--- config.mk ---
export PLATFORM = sky130hd
export DESIGN_NAME = ff_burst_arbiter
export DESIGN_NICKNAME = d
export VERILOG_FILES = /design/src/rtl/ff_arb_pkg.sv /design/src/rtl/ff_burst_arbiter_rr_pick.sv /design/src/rtl/ff_burst_arbiter.sv
export SDC_FILE = /design/constraint.sdc
export NUM_CORES = 1
export LEC_CHECK = 0
export CORE_UTILIZATION = 42
export DETAILED_ROUTE_END_ITERATION = 7
export PLACE_DENSITY = 0.87
export RECOVER_POWER = 100
export SYNTH_ARGS = -nofsm -noshare
export SYNTH_HDL_FRONTEND = slang
export SYNTH_HIERARCHICAL = 1
export SYNTH_SLANG_ARGS = --single-unit
--- constraint.sdc ---
create_clock -name clk -period 10.9 [get_ports clk]
set_input_delay 2.18 -clock clk [delete_from_list [all_inputs] [get_ports clk]]
set_output_delay 2.18 -clock clk [all_outputs]
set_load 0.01 [all_outputs]
--- src/rtl/ff_arb_pkg.sv ---
// Shared types and helpers for the burst-locking round-robin arbiter.
//   arb_state_e    : arbitration FSM states
//   beat_cnt_width : width of a counter that can hold 0..max_burst
//   slice_lo       : low bit of requester idx's word in a flattened bus
package ff_arb_pkg;

  typedef enum logic {
    IDLE   = 1'b0,
    LOCKED = 1'b1
  } arb_state_e;

  function automatic int unsigned beat_cnt_width(input int unsigned max_burst);
    return $clog2(max_burst + 1);
  endfunction

  function automatic int unsigned slice_lo(input int unsigned idx,
                                           input int unsigned size);
    return idx * size;
  endfunction

endpackage

--- src/rtl/ff_burst_arbiter_rr_pick.sv ---
// Combinational round-robin picker.
//   req   : request vector
//   start : highest-priority index; the scan runs upward from here with wrap
//   grant : one-hot grant (zero when no request)
//   idx   : index of the granted request (0 when none)
//   any   : at least one request present
module rr_pick #(
  parameter  int unsigned NUM_REQ = 4,
  localparam int unsigned IDW     = $clog2(NUM_REQ)
) (
  input  logic [NUM_REQ-1:0] req,
  input  logic [IDW-1:0]     start,
  output logic [NUM_REQ-1:0] grant,
  output logic [IDW-1:0]     idx,
  output logic               any
);

  always_comb begin
    int unsigned j;
    logic [IDW-1:0] jj;
    grant = '0;
    idx   = '0;
    any   = 1'b0;
    j     = 0;
    jj    = '0;
    for (int unsigned k = 0; k < NUM_REQ; k++) begin
      j = 32'(start) + k;
      if (j >= NUM_REQ) j = j - NUM_REQ;
      jj = IDW'(j);
      if (!any && req[jj]) begin
        any       = 1'b1;
        grant[jj] = 1'b1;
        idx       = jj;
      end
    end
  end

endmodule

--- src/rtl/ff_burst_arbiter.sv ---
// Round-robin arbiter with burst locking in front of one registered
// valid/data output stage with downstream backpressure.
//   clk, reset_n : clock, asynchronous active-low reset
//   req_valid_i  : per-requester valid
//   req_data_i   : flattened requester data, requester i at [i*SIZE +: SIZE]
//   req_ready_o  : one-hot-or-zero acceptance per requester
//   ff_valid_o   : output register holds a word
//   ff_data_o    : registered word
//   ff_src_o     : requester index that produced ff_data_o
//   ff_ready_i   : downstream accepts the held word
module ff_burst_arbiter
  import ff_arb_pkg::*;
#(
  parameter  int unsigned NUM_REQ   = 4,
  parameter  int unsigned SIZE      = 32,
  parameter  int unsigned MAX_BURST = 4,
  localparam int unsigned IDW       = $clog2(NUM_REQ)
) (
  input  logic                    clk,
  input  logic                    reset_n,
  input  logic [NUM_REQ-1:0]      req_valid_i,
  input  logic [NUM_REQ*SIZE-1:0] req_data_i,
  output logic [NUM_REQ-1:0]      req_ready_o,
  output logic                    ff_valid_o,
  output logic [SIZE-1:0]         ff_data_o,
  output logic [IDW-1:0]          ff_src_o,
  input  logic                    ff_ready_i
);

  localparam int unsigned BCW = beat_cnt_width(MAX_BURST);

  arb_state_e         state;
  logic [IDW-1:0]     owner;
  logic [IDW-1:0]     ptr;
  logic [BCW-1:0]     beat_cnt;

  logic               load_en;
  logic               xfer;
  logic               owner_valid;
  logic [IDW-1:0]     owner_next;
  logic [NUM_REQ-1:0] pick_req;
  logic [IDW-1:0]     pick_start;
  logic [NUM_REQ-1:0] grant;
  logic [IDW-1:0]     pick_idx;
  logic               pick_any;
  logic [SIZE-1:0]    words [NUM_REQ];
  logic [SIZE-1:0]    pick_word;

  function automatic logic [IDW-1:0] wrap_inc(input logic [IDW-1:0] i);
    return (i == IDW'(NUM_REQ - 1)) ? '0 : i + 1'b1;
  endfunction

  assign load_en     = !ff_valid_o | ff_ready_i;
  assign owner_valid = req_valid_i[owner];
  assign owner_next  = wrap_inc(owner);

  // One picker serves all cases: a held lock is expressed as a request
  // vector containing only the owner; an early release rescans from owner+1
  // in the same cycle so no bubble is inserted.
  always_comb begin
    pick_req   = req_valid_i;
    pick_start = ptr;
    if (state == LOCKED) begin
      if (owner_valid) begin
        pick_req        = '0;
        pick_req[owner] = 1'b1;
        pick_start      = owner;
      end else begin
        pick_start = owner_next;
      end
    end
  end

  rr_pick #(
    .NUM_REQ(NUM_REQ)
  ) u_pick (
    .req  (pick_req),
    .start(pick_start),
    .grant(grant),
    .idx  (pick_idx),
    .any  (pick_any)
  );

  always_comb begin
    for (int unsigned i = 0; i < NUM_REQ; i++) begin
      words[i] = req_data_i[slice_lo(i, SIZE) +: SIZE];
    end
  end

  assign pick_word = words[pick_idx];
  assign xfer      = load_en & pick_any;

  // Gated by reset_n so no requester sees ready while reset is asserted.
  assign req_ready_o = {NUM_REQ{load_en & reset_n}} & grant;

  always_ff @(posedge clk or negedge reset_n) begin
    if (!reset_n) begin
      ff_valid_o <= 1'b0;
      ff_data_o  <= '0;
      ff_src_o   <= '0;
      state      <= IDLE;
      owner      <= '0;
      ptr        <= '0;
      beat_cnt   <= '0;
    end else if (load_en) begin
      ff_valid_o <= xfer;
      if (xfer) begin
        ff_data_o <= pick_word;
        ff_src_o  <= pick_idx;
      end
      unique case (state)
        IDLE: begin
          if (xfer) begin
            if (MAX_BURST > 1) begin
              state    <= LOCKED;
              owner    <= pick_idx;
              beat_cnt <= BCW'(1);
            end else begin
              ptr <= wrap_inc(pick_idx);
            end
          end
        end
        LOCKED: begin
          if (owner_valid) begin
            if (beat_cnt == BCW'(MAX_BURST - 1)) begin
              state    <= IDLE;
              ptr      <= owner_next;
              beat_cnt <= '0;
            end else begin
              beat_cnt <= beat_cnt + 1'b1;
            end
          end else begin
            ptr <= owner_next;
            if (xfer) begin
              owner    <= pick_idx;
              beat_cnt <= BCW'(1);
            end else begin
              state    <= IDLE;
              beat_cnt <= '0;
            end
          end
        end
        default: state <= IDLE;
      endcase
    end
  end

endmodule

# == Yosys cells after proc, flatten, opt, wreduce, memory -nomap -nowiden ==
# Cells that the tools add are included.
# op_classes
n_eq_ne,5
n_addsub,9
n_reduce_logical,16
magnitude_cmp,15
n_mux,59
bitwise,9
# op_table
operator,n
32-bit binary-select mux with 2-bit select,1
32-bit 2-to-1 mux,2
2-bit 2-to-1 mux,16
4-bit 2-to-1 mux,6
1-bit 2-to-1 mux,18
"2-bit by 3-bit less-than comparator with 1-bit output, second input constant",5
"3-bit >= comparator, second input constant",4
4-bit bitwise OR,3
1-bit binary-select mux with 2-bit select,5
1-bit demux with 2-bit select,5
"2-bit by 1-bit >= comparator with 1-bit output, second input constant",5
3-bit 2-to-1 mux,3
1-bit logical AND,8
"2-bit by 1-bit subtractor with 2-bit output, second input constant",4
"2-bit by 2-bit adder with 3-bit output, second input constant",2
3-bit one-hot mux with 2 select lines,1
2-bit AND reduction,3
4-bit AND,1
1-bit zero test,4
"2-bit != test, second input constant",2
2-bit one-hot mux with 2 select lines,1
"2-bit by 1-bit adder with 3-bit output, second input constant",1
"3-bit by 1-bit adder with 3-bit output, second input constant",1
"3-bit by 2-bit equality test with 1-bit output, second input constant",1
10 further kinds,11
# word_totals
output_inout_bits,39
regBits,43
input_bits,135
elab_cells,120

# == Logic depth before layout (Yosys ltp) ==
# logic_depth
depth_word,22
ltp_mapped,16
mapped_depth_nobuf,12

# == Modules after synthesis ==
# Netlist, hierarchy kept.
# modules_own_cells
mod,instances,seq_area_each_um2,cells_per_inst,area_per_inst_um2
ff_burst_arbiter,1,1076.0,177,2686.3
rr_pick,1,0.0,45,421.7

# == Worst setup path before layout ==
# OpenSTA, ideal clock, no wires.
# synth_path
kind,in2out
start,in req_valid_i[1]
end,out req_ready_o[0]
path_slack_ns,3.986
t_arrival_ns,4.734
path_buffers,1
required_ns,8.720
path_stages,11
cell_sequence,mux2i_1 a21oi_1 o31ai_1 inv_1 ha_1 mux4_2 buf_6 nor4b_4 a22oi_1 o21ai_0 and3_1
# synth_via
elab_chain_cells,19
elab_cells_between_ends,66
classes_between,add/sub: 7; order compare: 12; mux: 33; bitwise: 4; reduce/logical: 10
# synth_lines
item,line_no,rtl
from (decl),ff_burst_arbiter.sv:21,"input logic [NUM_REQ-1:0] req_valid_i,"
1-bit binary-select mux with 2-bit select (*),ff_burst_arbiter.sv:54,assign owner_valid = req_valid_i[owner];
1-bit 2-to-1 mux (not written as such) (*),ff_burst_arbiter.sv:54,
2-bit 2-to-1 mux (*),ff_burst_arbiter.sv:64,if (owner_valid) begin
2-bit 2-to-1 mux (*),ff_burst_arbiter.sv:63,if (state == LOCKED) begin
named net pick_start[1],ff_burst_arbiter.sv:42,logic [IDW-1:0] pick_start;
"parallel branches: the longest is 13 deep, another holds 2-bit by 1-bit adder with 3-bit output",--,
4-bit 2-to-1 mux (*),ff_burst_arbiter_rr_pick.sv:30,if (!any && req[jj]) begin
named net grant[0],ff_burst_arbiter.sv:43,logic [NUM_REQ-1:0] grant;
4-bit AND (*),ff_burst_arbiter.sv:94,assign req_ready_o = {NUM_REQ{load_en & reset_n}} & grant;
to (decl),ff_burst_arbiter.sv:23,"output logic [NUM_REQ-1:0] req_ready_o,"
# Mark *: on every way through the listed nets, which the timed path passes. The select of a mux whose other input is x is not followed.

# == Final worst setup path ==
# layout_path
start,in req_valid_i[2]
end,out req_ready_o[2]
# The elaborated chain is that of the path after synthesis.

==> Flow_metrics.wiki <==
{| class="wikitable"
! Metric !! Value
|-
| Minimum setup slack among reg-to-reg paths || about 4.1 ns
|-
| Post-place instance area || 4900 sq um
|-
| Clk slew on worst S/H paths || about 0.09 ns
|-
| Area leader, netlist || dfrtp_1
|-
| Hold-critical path endpoint || beat_cnt[1]$_DFFE_PN0P_
|-
| Worst-Skew Late Latency || 0.30 ns
|-
| Final total power || 0.00228 W
|-
| Max-slew violation total from the final report || 118
|-
| Endpoint required time on the critical path || between 8 and 9 ns
|-
| Simple-gate share of the synthesized area || 0.0600
|-
| DP HPWL || 7380 um
|-
| Buffer and inverter count on the worst path || 3
|-
| Number of nets in the finished design || 534
|-
| Number of buffers inserted by hold repair at cts || 0
|-
| Count of different cell masters after synthesis || 36
|-
| Remaining max-slew budget at the tightest pin || -0.789
|-
| Internal power component || 0.00138 W
|-
| Area used by multi-input combinational logic || 1910 sq um
|-
| Violations in the final reports || capacitance limit, slew limit
|-
| Detailed-route wire length per cell || 19.2 um
|-
| Vias in the first global route || 2,941
|-
| Area share of the leading cell type in the synthesized netlist || 0.346
|-
| Arrival time reported for the critical path endpoint || just under 7 ns
|-
| Count of synthesis-stage warnings from yosys || 6
|-
| Gpl congestion || 0.880
|-
| Setup Total Neg Slack || 0 ns
|-
| Peak ir drop on the vdd network || 449 uV
|-
| Critical-path top delay cell || nor2_1
|-
| GRT Util Overall || 0.253
|-
| Final Hold Fails || 0
|-
| Pwr dens || approximately 460 nW/um^2
|-
| Switching share of total power || 0.396
|-
| Filler instances || 506
|-
| Number of antenna diodes || 0
|-
| DR DRC count || 0
|-
| Post-CTS setup-driven buffer insertion count || 0
|-
| Portion of total power attributed to combinational logic || 0.808
|-
| CTS tree || built
|-
| Switching power total || 0.000902 W
|-
| Startpoint Class || input port
|-
| Number of sinks on the clock net || 43
|-
| H-tree depth reported by CTS || 2
|-
| Antenna Nets Post-Route || 0
|-
| Slowest Stage Delay on Critical Path || 0.89 ns
|-
| Max Freq || approximately 110 MHz
|-
| Endpoint type of the worst setup path || output pin
|-
| 1st-pass router iterations || 4
|-
| Compound-cell area share of the yosys netlist || 0.0729
|-
| Count of final setup violators || 0
|-
| Syn avg cell area || 14.0 sq um
|-
| Die Wd || roughly 88 um
|-
| Share of the clock period used by the worst path || 0.825
|-
| Final cell area excluding filler cells || 4990 sq um
|-
| Fraction of layout instances using a drive strength above 1 || 0.241
|-
| Leakage component of the power || 1.96 nW
|-
| Run status || complete, but fails checks
|-
| Top cell family by delay on the critical path || simple AND/OR/NAND/NOR gates
|-
| Met1 track demand over resource || 0.254
|-
| Global routing usage on met2 || 0.484
|-
| Maximum fanout along the worst path || 13
|-
| Category of the critical setup timing path || input port to output pin
|-
| Mapped Cells || about 220
|-
| Post-route minimum period || between 8 and 9 ns
|-
| Post-synthesis adder-cell area fraction || 0.0403
|-
| Busiest layer in global routing || met2
|-
| I/O pin cnt || 174
|-
| Core Footprint || 6980 sq um
|-
| Sequential cell area || ~1100 sq um
|-
| Clk network pwr share || 0.058
|-
| Placement row count || 30
|-
| Iteration-0 DRC count of the detailed router || 70
|-
| Die boundary height || 88.0 um
|-
| RSZ-0062 raised after global routing || false
|-
| Total number of vias || 2,693
|-
| Post-Syn Nets || 367
|-
| Sequential cell fraction of total power || 0.134
|-
| Share of cell area taken by muxes after synthesis || 0.443
|-
| Share of the core filled with cells in the final layout || 0.715
|-
| Synthesized area || 3110 sq um
|-
| First-pass GRT wire length || 14,400 um
|-
| Setup ws final || about 1.9 ns
|-
| Hold Path Class || register to register
|-
| Reg2Reg Depth || 13
|-
| Maximum number of pins on one net before global-route repair || 48
|-
| Fraction of the yosys area taken by sequential cells || 0.346
|-
| DRT Wirelength || 9340 um
|-
| Hold path startpoint || beat_cnt[1]$_DFFE_PN0P_
|-
| Count of max-cap constraint violations || 3
|-
| Final worst clock skew || 0.00769 ns
|-
| Initial cell density of the core || 0.445
|-
| Deepest clock path buffer count || 2
|-
| Critical path's most frequent cell || dlygate4sd3_1
|-
| Leading cell types by total area after synthesis || dfrtp_1 (35%), mux4_2 (25%), mux2_2 (16%)
|-
| Setup WS pre-CTS || 2.52 ns
|-
| Fraction of met3 tracks used by global routing || 0.0801
|-
| Source of the worst register-to-register timing path || owner[0]$_DFFE_PN0P_
|-
| Total global routing overflow || 0
|-
| Xor and xnor area share after synthesis || 0
|-
| Port Buffers || 173
|-
| Die outline area || 7750 sq um
|-
| Initial antenna violation count || 0
|-
| Slew @ Worst Pin || approximately 2.7 ns
|-
| Via count normalized by instance count || 5.54
|-
| Worst hold path depth || 1
|-
| Post-CTS resize count || 0
|-
| Layout-stage area growth over the synthesis result || 60.6%
|-
| Series of cell instances along the critical path || dlygate4sd3_1 > mux2i_1 > a221oi_1 > nor2_1 > inv_1 > ha_1 > mux4_2 > nor4b_1 > a22oi_1 > o21ai_0 > and3_1 > dlygate4sd3_1
|-
| Num CTS Buffers || 5
|-
| Number of synthesized register bits || 43
|-
| CTS root buf || clkbuf_8
|-
| Combinational family with the most area after synthesis || multiplexers
|-
| Worst reg2reg path endpoint || ff_data_o[18]$_DFFE_PN0P_
|}
-- cells by family after synthesis --
logic type | Yosys count
buffers and inverters | 23
AO/OA/AOI/OAI | 31
multiplexers | 85
flip-flops | 43
AND/OR/NAND/NOR | 30
adder cells (fa/ha/maj) | 10
-- routing by layer --
metal / share of wire / routed length [um]
met1: 0.34 / 3160
met2: 0.57 / 5290
met3: 0.067 / 624
met4: 0.029 / 270
met5: 0 / 0
-- metrics by stage --
step	std cells	hold WS [ns]
4_1_cts	486	0.509
3_3_place_gp	478	0.484
6_report	486	0.497
2_1_floorplan	222	0.460
5_1_grt	486	0.520
3_5_place_dp	478	0.488
-- sequential cells by signal (all words and copies together), names as in the netlist --
register,count
ff_data_o,32
beat_cnt,3
ff_src_o,2
owner,2
ptr,2
ff_valid_o,1
state,1
-- power by group through the flow --
stage,clock (W),sequential [W],combinational (W)
finish,0.000133,0.000305,0.00184
global route,0.000143,0.000316,0.00201
CTS,0.000137,0.000309,0.00187
detailed placement,0,0.000311,0.00187
global placement,0,0.000305,0.00180
floorplan,0,0.000332,0.00140
-- Yosys cell counts --
cell type	instances
nor2b_1	2
and3_2	1
o31ai_1	2
inv_1	7
and3_1	4
ha_1	10
nand2_1	5
nor4_1	1
nand2b_1	4
o22ai_1	2
a32o_1	1
o211a_1	1
mux4_1	2
a22oi_1	8
and2b_2	3
clkbuf_1	6
a211oi_1	1
o221ai_1	1
o2bb2ai_1	1
mux2i_1	4
nor3b_1	1
dfrtp_1	43
a21oi_1	3
buf_2	7
nor4b_4	1
o21a_1	1
buf_6	3
o211ai_1	1
nor2_1	6
or3_1	1
nor3_1	1
a211oi_2	2
o21ai_0	6
mux2_2	44
mux4_2	35
a221oi_1	1
-- cell type report --
type,instances,area share
well taps,96,0.0241
repair buffers,176,0.349
inverters,7,0.00526
clock inverters,2,0.00777
flip-flops and latches,43,0.216
clock buffers,6,0.0165
multi-input cells,156,0.382
-- worst register-to-register path: cells and delay by family (launching register included) --
| kind | cells | cell delay [ns] |
|---|---|---|
| AND/OR/NAND/NOR | 1 | 0.32 |
| flip-flops | 1 | 0.58 |
| AO/OA/AOI/OAI | 4 | 1.24 |
| multiplexers | 3 | 1.44 |
| buffers and inverters | 3 | 2.31 |
| adder cells (fa/ha/maj) | 2 | 0.77 |
-- worst max path at each step --
stage	startpoint	endpoint	cells past startpoint
global placement	req_valid_i[3]	req_ready_o[2]	12
global route	req_valid_i[2]	req_ready_o[0]	12
floorplan	req_valid_i[1]	req_ready_o[0]	11
finish	req_valid_i[2]	req_ready_o[2]	12
detailed placement	req_valid_i[2]	req_ready_o[3]	12
CTS	req_valid_i[3]	req_ready_o[3]	12
-- cells in the final DEF, fill, tap and decap left out, types with 2 or more instances in the layout --
cell type,netlist,layout
a211oi_1,1,2
o22ai_1,2,2
inv_1,7,7
clkdlybuf4s50_1,0,133
clkbuf_8,0,6
nor2b_1,2,2
a21oi_1,3,3
dlygate4sd3_1,0,39
and3_1,4,4
mux4_1,2,2
dfrtp_1,43,43
ha_1,10,10
and2b_2,3,2
o21ai_0,6,6
a22oi_1,8,8
nand2b_1,4,4
clkbuf_1,6,2
mux2i_1,4,4
mux4_2,35,35
nor2_1,6,6
mux2_2,44,44
nand2_1,5,5
Power figures use the tool's default switching activity.
